### src/rtl/hazard_pkg.sv
// hazard_pkg: shared encodings, FSM states and scoreboard slot type for hazard_ctrl
package hazard_pkg;
  localparam logic [1:0] FWD_REG   = 2'b00;
  localparam logic [1:0] FWD_EXMEM = 2'b01;
  localparam logic [1:0] FWD_MEMWB = 2'b10;
  localparam logic [4:0] XZR = 5'd31;
  typedef enum logic {RUN, MUL_WAIT} state_t;
  typedef struct packed {
    logic       valid;
    logic [4:0] rd;
    logic       load;
  } slot_t;
  localparam slot_t SLOT_NONE = '0;
endpackage

### src/rtl/hazard_ctrl_if.sv
// hazard_ctrl_if: decode-side inputs and pipeline-control outputs of the hazard controller
interface hazard_ctrl_if #(parameter int CNT_W = 16);
  logic             id_valid;
  logic [4:0]       id_rn;
  logic [4:0]       id_rm;
  logic [4:0]       id_rd;
  logic             id_uses_rn;
  logic             id_uses_rm;
  logic             id_regwrite;
  logic             id_load;
  logic             id_mul;
  logic             ex_br_taken;
  logic             stall_if_id;
  logic             bubble_ex;
  logic             flush;
  logic             ex_hold;
  logic [1:0]       fwd_a;
  logic [1:0]       fwd_b;
  logic [CNT_W-1:0] stall_cycles;
  modport master (
    output id_valid, id_rn, id_rm, id_rd, id_uses_rn, id_uses_rm,
           id_regwrite, id_load, id_mul, ex_br_taken,
    input  stall_if_id, bubble_ex, flush, ex_hold, fwd_a, fwd_b, stall_cycles
  );
  modport slave (
    input  id_valid, id_rn, id_rm, id_rd, id_uses_rn, id_uses_rm,
           id_regwrite, id_load, id_mul, ex_br_taken,
    output stall_if_id, bubble_ex, flush, ex_hold, fwd_a, fwd_b, stall_cycles
  );
endinterface

### src/rtl/hazard_scoreboard.sv
// hazard_scoreboard: EX/MEM/WB in-flight destination slots and per-operand match against ID
module hazard_scoreboard
  import hazard_pkg::*;
(
  input  logic       clk,
  input  logic       reset_n,
  input  logic       issue,
  input  logic       hold,
  input  logic       regwrite,
  input  logic       load,
  input  logic [4:0] rd,
  input  logic [4:0] rn,
  input  logic [4:0] rm,
  input  logic       use_rn,
  input  logic       use_rm,
  output logic       ex_ma,
  output logic       ex_mb,
  output logic       mem_ma,
  output logic       mem_mb,
  output logic       ex_load
);
  slot_t sb [3];
  slot_t entry;
  assign entry = '{valid: issue && regwrite && rd != XZR, rd: rd, load: load};
  // shift EX->MEM->WB each cycle; a hold freezes EX and drops a bubble into MEM
  always_ff @(posedge clk or negedge reset_n) begin
    if (!reset_n) begin
      sb[0] <= SLOT_NONE;
      sb[1] <= SLOT_NONE;
      sb[2] <= SLOT_NONE;
    end else begin
      sb[2] <= sb[1];
      sb[1] <= hold ? SLOT_NONE : sb[0];
      sb[0] <= hold ? sb[0] : entry;
    end
  end
  assign ex_ma   = sb[0].valid && use_rn && sb[0].rd == rn;
  assign ex_mb   = sb[0].valid && use_rm && sb[0].rd == rm;
  assign mem_ma  = sb[1].valid && use_rn && sb[1].rd == rn;
  assign mem_mb  = sb[1].valid && use_rm && sb[1].rd == rm;
  assign ex_load = sb[0].load;
endmodule

### src/rtl/hazard_ctrl.sv
// hazard_ctrl: load-use/RAW stalls, branch flush, MUL hold and forwarding selects (HAZARD_FWD_EN enables forwarding)
module hazard_ctrl
  import hazard_pkg::*;
#(
  parameter int MUL_CYCLES = 3,
  parameter int CNT_W      = 16
) (
  input logic         clk,
  input logic         reset_n,
  hazard_ctrl_if.slave hz
);
  localparam int MW = $clog2(MUL_CYCLES + 1);
  state_t state, state_nx;
  logic [MW-1:0] cnt, cnt_nx;
  logic ex_ma, ex_mb, mem_ma, mem_mb, ex_load;
  logic raw_hz, mw, br, stall, bubble, issue;
  logic [1:0] fa, fb;
  hazard_scoreboard u_sb (
    .clk      (clk),
    .reset_n  (reset_n),
    .issue    (issue),
    .hold     (mw),
    .regwrite (hz.id_regwrite),
    .load     (hz.id_load),
    .rd       (hz.id_rd),
    .rn       (hz.id_rn),
    .rm       (hz.id_rm),
    .use_rn   (hz.id_uses_rn),
    .use_rm   (hz.id_uses_rm),
    .ex_ma    (ex_ma),
    .ex_mb    (ex_mb),
    .mem_ma   (mem_ma),
    .mem_mb   (mem_mb),
    .ex_load  (ex_load)
  );
`ifdef HAZARD_FWD_EN
  assign raw_hz = hz.id_valid && ex_load && (ex_ma || ex_mb);
  assign fa = ex_ma ? FWD_EXMEM : mem_ma ? FWD_MEMWB : FWD_REG;
  assign fb = ex_mb ? FWD_EXMEM : mem_mb ? FWD_MEMWB : FWD_REG;
`else
  logic unused_load;
  assign unused_load = ex_load;
  assign raw_hz = hz.id_valid && (ex_ma || ex_mb || mem_ma || mem_mb);
  assign fa = FWD_REG;
  assign fb = FWD_REG;
`endif
  assign mw     = state == MUL_WAIT;
  assign br     = !mw && hz.ex_br_taken;
  assign stall  = mw || (!br && raw_hz);
  assign bubble = !mw && !br && raw_hz;
  assign issue  = hz.id_valid && !stall && !bubble && !br;
  assign hz.stall_if_id = reset_n && stall;
  assign hz.bubble_ex   = reset_n && bubble;
  assign hz.flush       = reset_n && br;
  assign hz.ex_hold     = reset_n && mw;
  assign hz.fwd_a       = reset_n ? fa : FWD_REG;
  assign hz.fwd_b       = reset_n ? fb : FWD_REG;
  // FSM state, MUL hold counter and saturating stall counter
  always_ff @(posedge clk or negedge reset_n) begin
    if (!reset_n) begin
      state           <= RUN;
      cnt             <= '0;
      hz.stall_cycles <= '0;
    end else begin
      state <= state_nx;
      cnt   <= cnt_nx;
      if (stall && !(&hz.stall_cycles)) hz.stall_cycles <= hz.stall_cycles + 1'b1;
    end
  end
  // enter MUL_WAIT on an issuing MUL; leave once the counter has reached zero
  always_comb begin
    state_nx = state;
    cnt_nx   = cnt;
    if (state == RUN) begin
      if (issue && hz.id_mul && MUL_CYCLES > 1) begin
        state_nx = MUL_WAIT;
        cnt_nx   = MW'(MUL_CYCLES > 1 ? MUL_CYCLES - 2 : 0);
      end
    end else if (cnt == '0) state_nx = RUN;
    else cnt_nx = cnt - 1'b1;
  end
endmodule

### src/flat_wrapper.sv
// flat-port wrapper written by rule: the top's interface ports become plain ports
module hazard_ctrl_flat import hazard_pkg::*;
#(
  parameter int MUL_CYCLES = 3,
  parameter int CNT_W      = 16
)
  (clk, reset_n, hz_id_valid, hz_id_rn, hz_id_rm, hz_id_rd, hz_id_uses_rn, hz_id_uses_rm, hz_id_regwrite, hz_id_load, hz_id_mul, hz_ex_br_taken, hz_stall_if_id, hz_bubble_ex, hz_flush, hz_ex_hold, hz_fwd_a, hz_fwd_b, hz_stall_cycles);
  hazard_ctrl_if #(.CNT_W(CNT_W)) hz_i ();
  input logic clk;
  input logic reset_n;
  input wire logic [$bits(hz_i.id_valid)-1:0] hz_id_valid;
  input wire logic [$bits(hz_i.id_rn)-1:0] hz_id_rn;
  input wire logic [$bits(hz_i.id_rm)-1:0] hz_id_rm;
  input wire logic [$bits(hz_i.id_rd)-1:0] hz_id_rd;
  input wire logic [$bits(hz_i.id_uses_rn)-1:0] hz_id_uses_rn;
  input wire logic [$bits(hz_i.id_uses_rm)-1:0] hz_id_uses_rm;
  input wire logic [$bits(hz_i.id_regwrite)-1:0] hz_id_regwrite;
  input wire logic [$bits(hz_i.id_load)-1:0] hz_id_load;
  input wire logic [$bits(hz_i.id_mul)-1:0] hz_id_mul;
  input wire logic [$bits(hz_i.ex_br_taken)-1:0] hz_ex_br_taken;
  output wire logic [$bits(hz_i.stall_if_id)-1:0] hz_stall_if_id;
  output wire logic [$bits(hz_i.bubble_ex)-1:0] hz_bubble_ex;
  output wire logic [$bits(hz_i.flush)-1:0] hz_flush;
  output wire logic [$bits(hz_i.ex_hold)-1:0] hz_ex_hold;
  output wire logic [$bits(hz_i.fwd_a)-1:0] hz_fwd_a;
  output wire logic [$bits(hz_i.fwd_b)-1:0] hz_fwd_b;
  output wire logic [$bits(hz_i.stall_cycles)-1:0] hz_stall_cycles;
  assign hz_i.id_valid = hz_id_valid;
  assign hz_i.id_rn = hz_id_rn;
  assign hz_i.id_rm = hz_id_rm;
  assign hz_i.id_rd = hz_id_rd;
  assign hz_i.id_uses_rn = hz_id_uses_rn;
  assign hz_i.id_uses_rm = hz_id_uses_rm;
  assign hz_i.id_regwrite = hz_id_regwrite;
  assign hz_i.id_load = hz_id_load;
  assign hz_i.id_mul = hz_id_mul;
  assign hz_i.ex_br_taken = hz_ex_br_taken;
  assign hz_stall_if_id = hz_i.stall_if_id;
  assign hz_bubble_ex = hz_i.bubble_ex;
  assign hz_flush = hz_i.flush;
  assign hz_ex_hold = hz_i.ex_hold;
  assign hz_fwd_a = hz_i.fwd_a;
  assign hz_fwd_b = hz_i.fwd_b;
  assign hz_stall_cycles = hz_i.stall_cycles;
  hazard_ctrl #(.MUL_CYCLES(MUL_CYCLES), .CNT_W(CNT_W)) u_core (.clk(clk), .reset_n(reset_n), .hz(hz_i));
endmodule
### config.mk
export PLATFORM = sky130hd
export DESIGN_NAME = hazard_ctrl_flat
export DESIGN_NICKNAME = d
export VERILOG_FILES = /design/src/rtl/hazard_pkg.sv /design/src/rtl/hazard_ctrl_if.sv /design/src/rtl/hazard_scoreboard.sv /design/src/rtl/hazard_ctrl.sv /design/src/flat_wrapper.sv
export SDC_FILE = /design/constraint.sdc
export NUM_CORES = 1
export LEC_CHECK = 0
export ABC_AREA = 1
export CAP_MARGIN = 20
export CORE_MARGIN = 3
export CORE_UTILIZATION = 50
export DETAILED_ROUTE_END_ITERATION = 6
export PLACE_DENSITY = 0.83
export RECOVER_POWER = 100
export SKIP_LAST_GASP = 1
export SYNTH_ARGS = -nofsm -noshare
export SYNTH_HDL_FRONTEND = slang
export SYNTH_SLANG_ARGS = --single-unit
### constraint.sdc
create_clock -name clk -period 4.28 [get_ports clk]
set_clock_uncertainty 0.2 [all_clocks]
set_input_delay 0.428 -clock clk [delete_from_list [all_inputs] [get_ports clk]]
set_output_delay 0.428 -clock clk [all_outputs]
set_load 0.02 [all_outputs]
==> metrics <==
Inserted Diodes=0; hold_buf cts=0; post-CTS resize count=0; Crit Path Category=in2out; Slew @ Worst Pin=1060 ps; GRT Total Usage=21.0%; Worst slew margin=29.4%; Placed Cells=approximately 380; switching share of power=between 30% and 40%; M2 GR Usage=36.1%; max-cap viol count=0; number of library cell types mapped by synthesis=27; vias in the first global route=~1900; area of the mapped netlist=1990 um2; register area share after synthesis=between 30% and 40%; Avg Synthesized Cell Area=6.88 um2; Setup violations, final=0; # Post-CTS Setup Buffers=0; largest cells by area after synthesis=dfrtp_1 39%, nand2_1 21%, nand3_1 7.6%; Clock power frac=26.0%; Crit Path Max Fanout=13; Starting Density=53.1%; pin count of the biggest net entering global routing=21; root buf cell=clkbuf_8; initial antenna violation count=0; CTS Buf Count=5; synthesized flop and latch total=31; most common cell after layout, fill and taps aside=nand2_1; worst ir drop on vdd=0.260 mV; Achievable Freq=303 MHz; share of the synthesized area in the top cell type=about two fifths; Leak=1.42 nW; first-pass GRT wire length=between 8000 and 9000 um; met1 GRT Util=25.4%; CP arrival=2670 ps; DRT iter0 DRCs=55; Hold Crit Class=reg2reg; detailed placer's ending HPWL=roughly 3500 um; required time of the critical path=3650 ps; Port Buffers=42; CP Launch Type=primary input; PwrDens=452 nW/um2; Synth Warn #=0; P_int=approximately 0.00071 W; Row Count=22; TritonCTS clock tree=yes; clock latency at the later pin of the worst-skew pair=280 ps; Die W=69.0 um; Routed WL=approximately 4700 um; busiest layer in global routing=met2; vias per inst=approximately 5.0; Power Total=0.00115 W; final hold slack=313 ps; TNS Setup=0 ps; Final Hold Fails=0; met3 Usage GRT=6.12%; Worst-path clk slew=60 ps; Sw Pwr=around 0.00044 W; Die Height=69.0 um; cell count after synthesis=289; Post-layout nets=360; Sequential Power Share=39.2%; Die ar.=roughly 4800 um2; Routed Antenna Nets=0; Final Non-Filler Cells=about 380; H-tree levels=2; DRC=0; most frequent cells in the layout=110 x nand2_1, 34 x inv_1, 31 x dfrtp_1, 30 x nand3_1, 29 x nor2_1; final worst path period share=between 70% and 80%; RePlAce Congestion=0.876; Setup crit end kind=primary output; status=completed; 1st-pass router iterations=4; Final min period=3300 ps; area delta synth->final=27.7%; Top Ports=48; core area=3740 um2; Fillers=341; Synth area leader=dfrtp_1; Comb power frac=about a third; fraction of layout cells with a size suffix above 1=under 10%; clock sink count=31; fin. max-slew vios=0; Clock Tree Buf Depth=2; gr ovfl total=0; WL per Instance=12.2 um; Vias=1907; RSZ-0062 raised after global routing=no
[final timing paths]
kind	start	endpoint	slack, ps	cells past startpoint
max	reset_n	hz_bubble_ex	980	5
max reg2reg	u_core.hz.stall_cycles[0]	u_core.hz.stall_cycles[10]	1670	9
max in group asynchronous	reset_n	u_core.hz.stall_cycles[13]	2560	2
min	u_core.cnt[1]	u_core.cnt[1]	310	2
min reg2reg	u_core.cnt[1]	u_core.cnt[1]	310	2
min in group asynchronous	reset_n	u_core.hz.stall_cycles[10]	520	2
[flip-flops by register name, indices dropped and copies added, names as in the netlist]
name	count
u_core.cnt	2
u_core.hz.stall_cycles	16
u_core.u_sb.sb	12
u_core.mw	1
[metal layers]
| layer | part of all wire (%) | up-vias |
|---|---|---|
| met3 | 5.4 | 10 |
| met2 | 50 | 45 |
| met5 | 0 | - |
| met4 | 1.7 | 0 |
| met1 | 43 | 886 |
| li1 | - | 966 |
[synth_stat cells, drive strengths merged]
library cell / count
nor2: 30
nand2: 111
conb: 1
dfrtp: 31
o21ai: 11
nor3b: 1
xor2: 8
nand3: 31
inv: 38
ha: 2
o2111ai: 1
nand4: 1
buf: 7
or2: 1
nor4: 2
clkbuf: 2
nor3: 2
xnor2: 7
a21oi: 2
[worst max-delay path: stages]
cell and delay (ps):
dlygate4sd3_1 540, clkbuf_1 520, inv_1 170, nor4_1 290, dlygate4sd3_1 710
[kinds of logic after synthesis]
family,count (synthesis),share of synthesized area (%)
and+or+nand+nor,179,39.0
AOI/OAI and AO/OA,14,3.72
xor gates and xnor gates,15,6.61
adders and majority gates,2,1.26
other,1,0.189
DFF,31,39.0
buffers and inverters,47,10.1
[through the flow]
stage	worst slack (ps)	utilization, %	area (um2)
2_1_floorplan	2170	-	2000
3_3_place_gp	1310	65.0	2430
3_5_place_dp	1310	65.0	2430
4_1_cts	1300	68.2	2550
5_1_grt	741	67.8	2540
6_report	983	67.8	2540
[final cells by class]
| class | instances | area [um2] | area share [%] |
|---|---|---|---|
| multi-input combinational | 214 | 1010 | 39.9 |
| sequential | 31 | 776 | 30.6 |
| timing repair buffer | 44 | 428 | 16.9 |
| inverter | 38 | 143 | 5.62 |
| clock buffer | 6 | 82.6 | 3.25 |
| tap | 48 | 60.1 | 2.37 |
| clock inverter | 2 | 35.0 | 1.38 |
[power groups by stage]
stage	Clock, W	Combinational (W)	Sequential (W)
global route	0.000312	0.000458	0.000467
global placement	0	0.000396	0.000451
CTS	0.000298	0.000418	0.000450
floorplan	0	0.000279	0.000451
finish	0.000298	0.000399	0.000450
detailed placement	0	0.000414	0.000455
No activity file was read; power rests on OpenSTA's default activity.
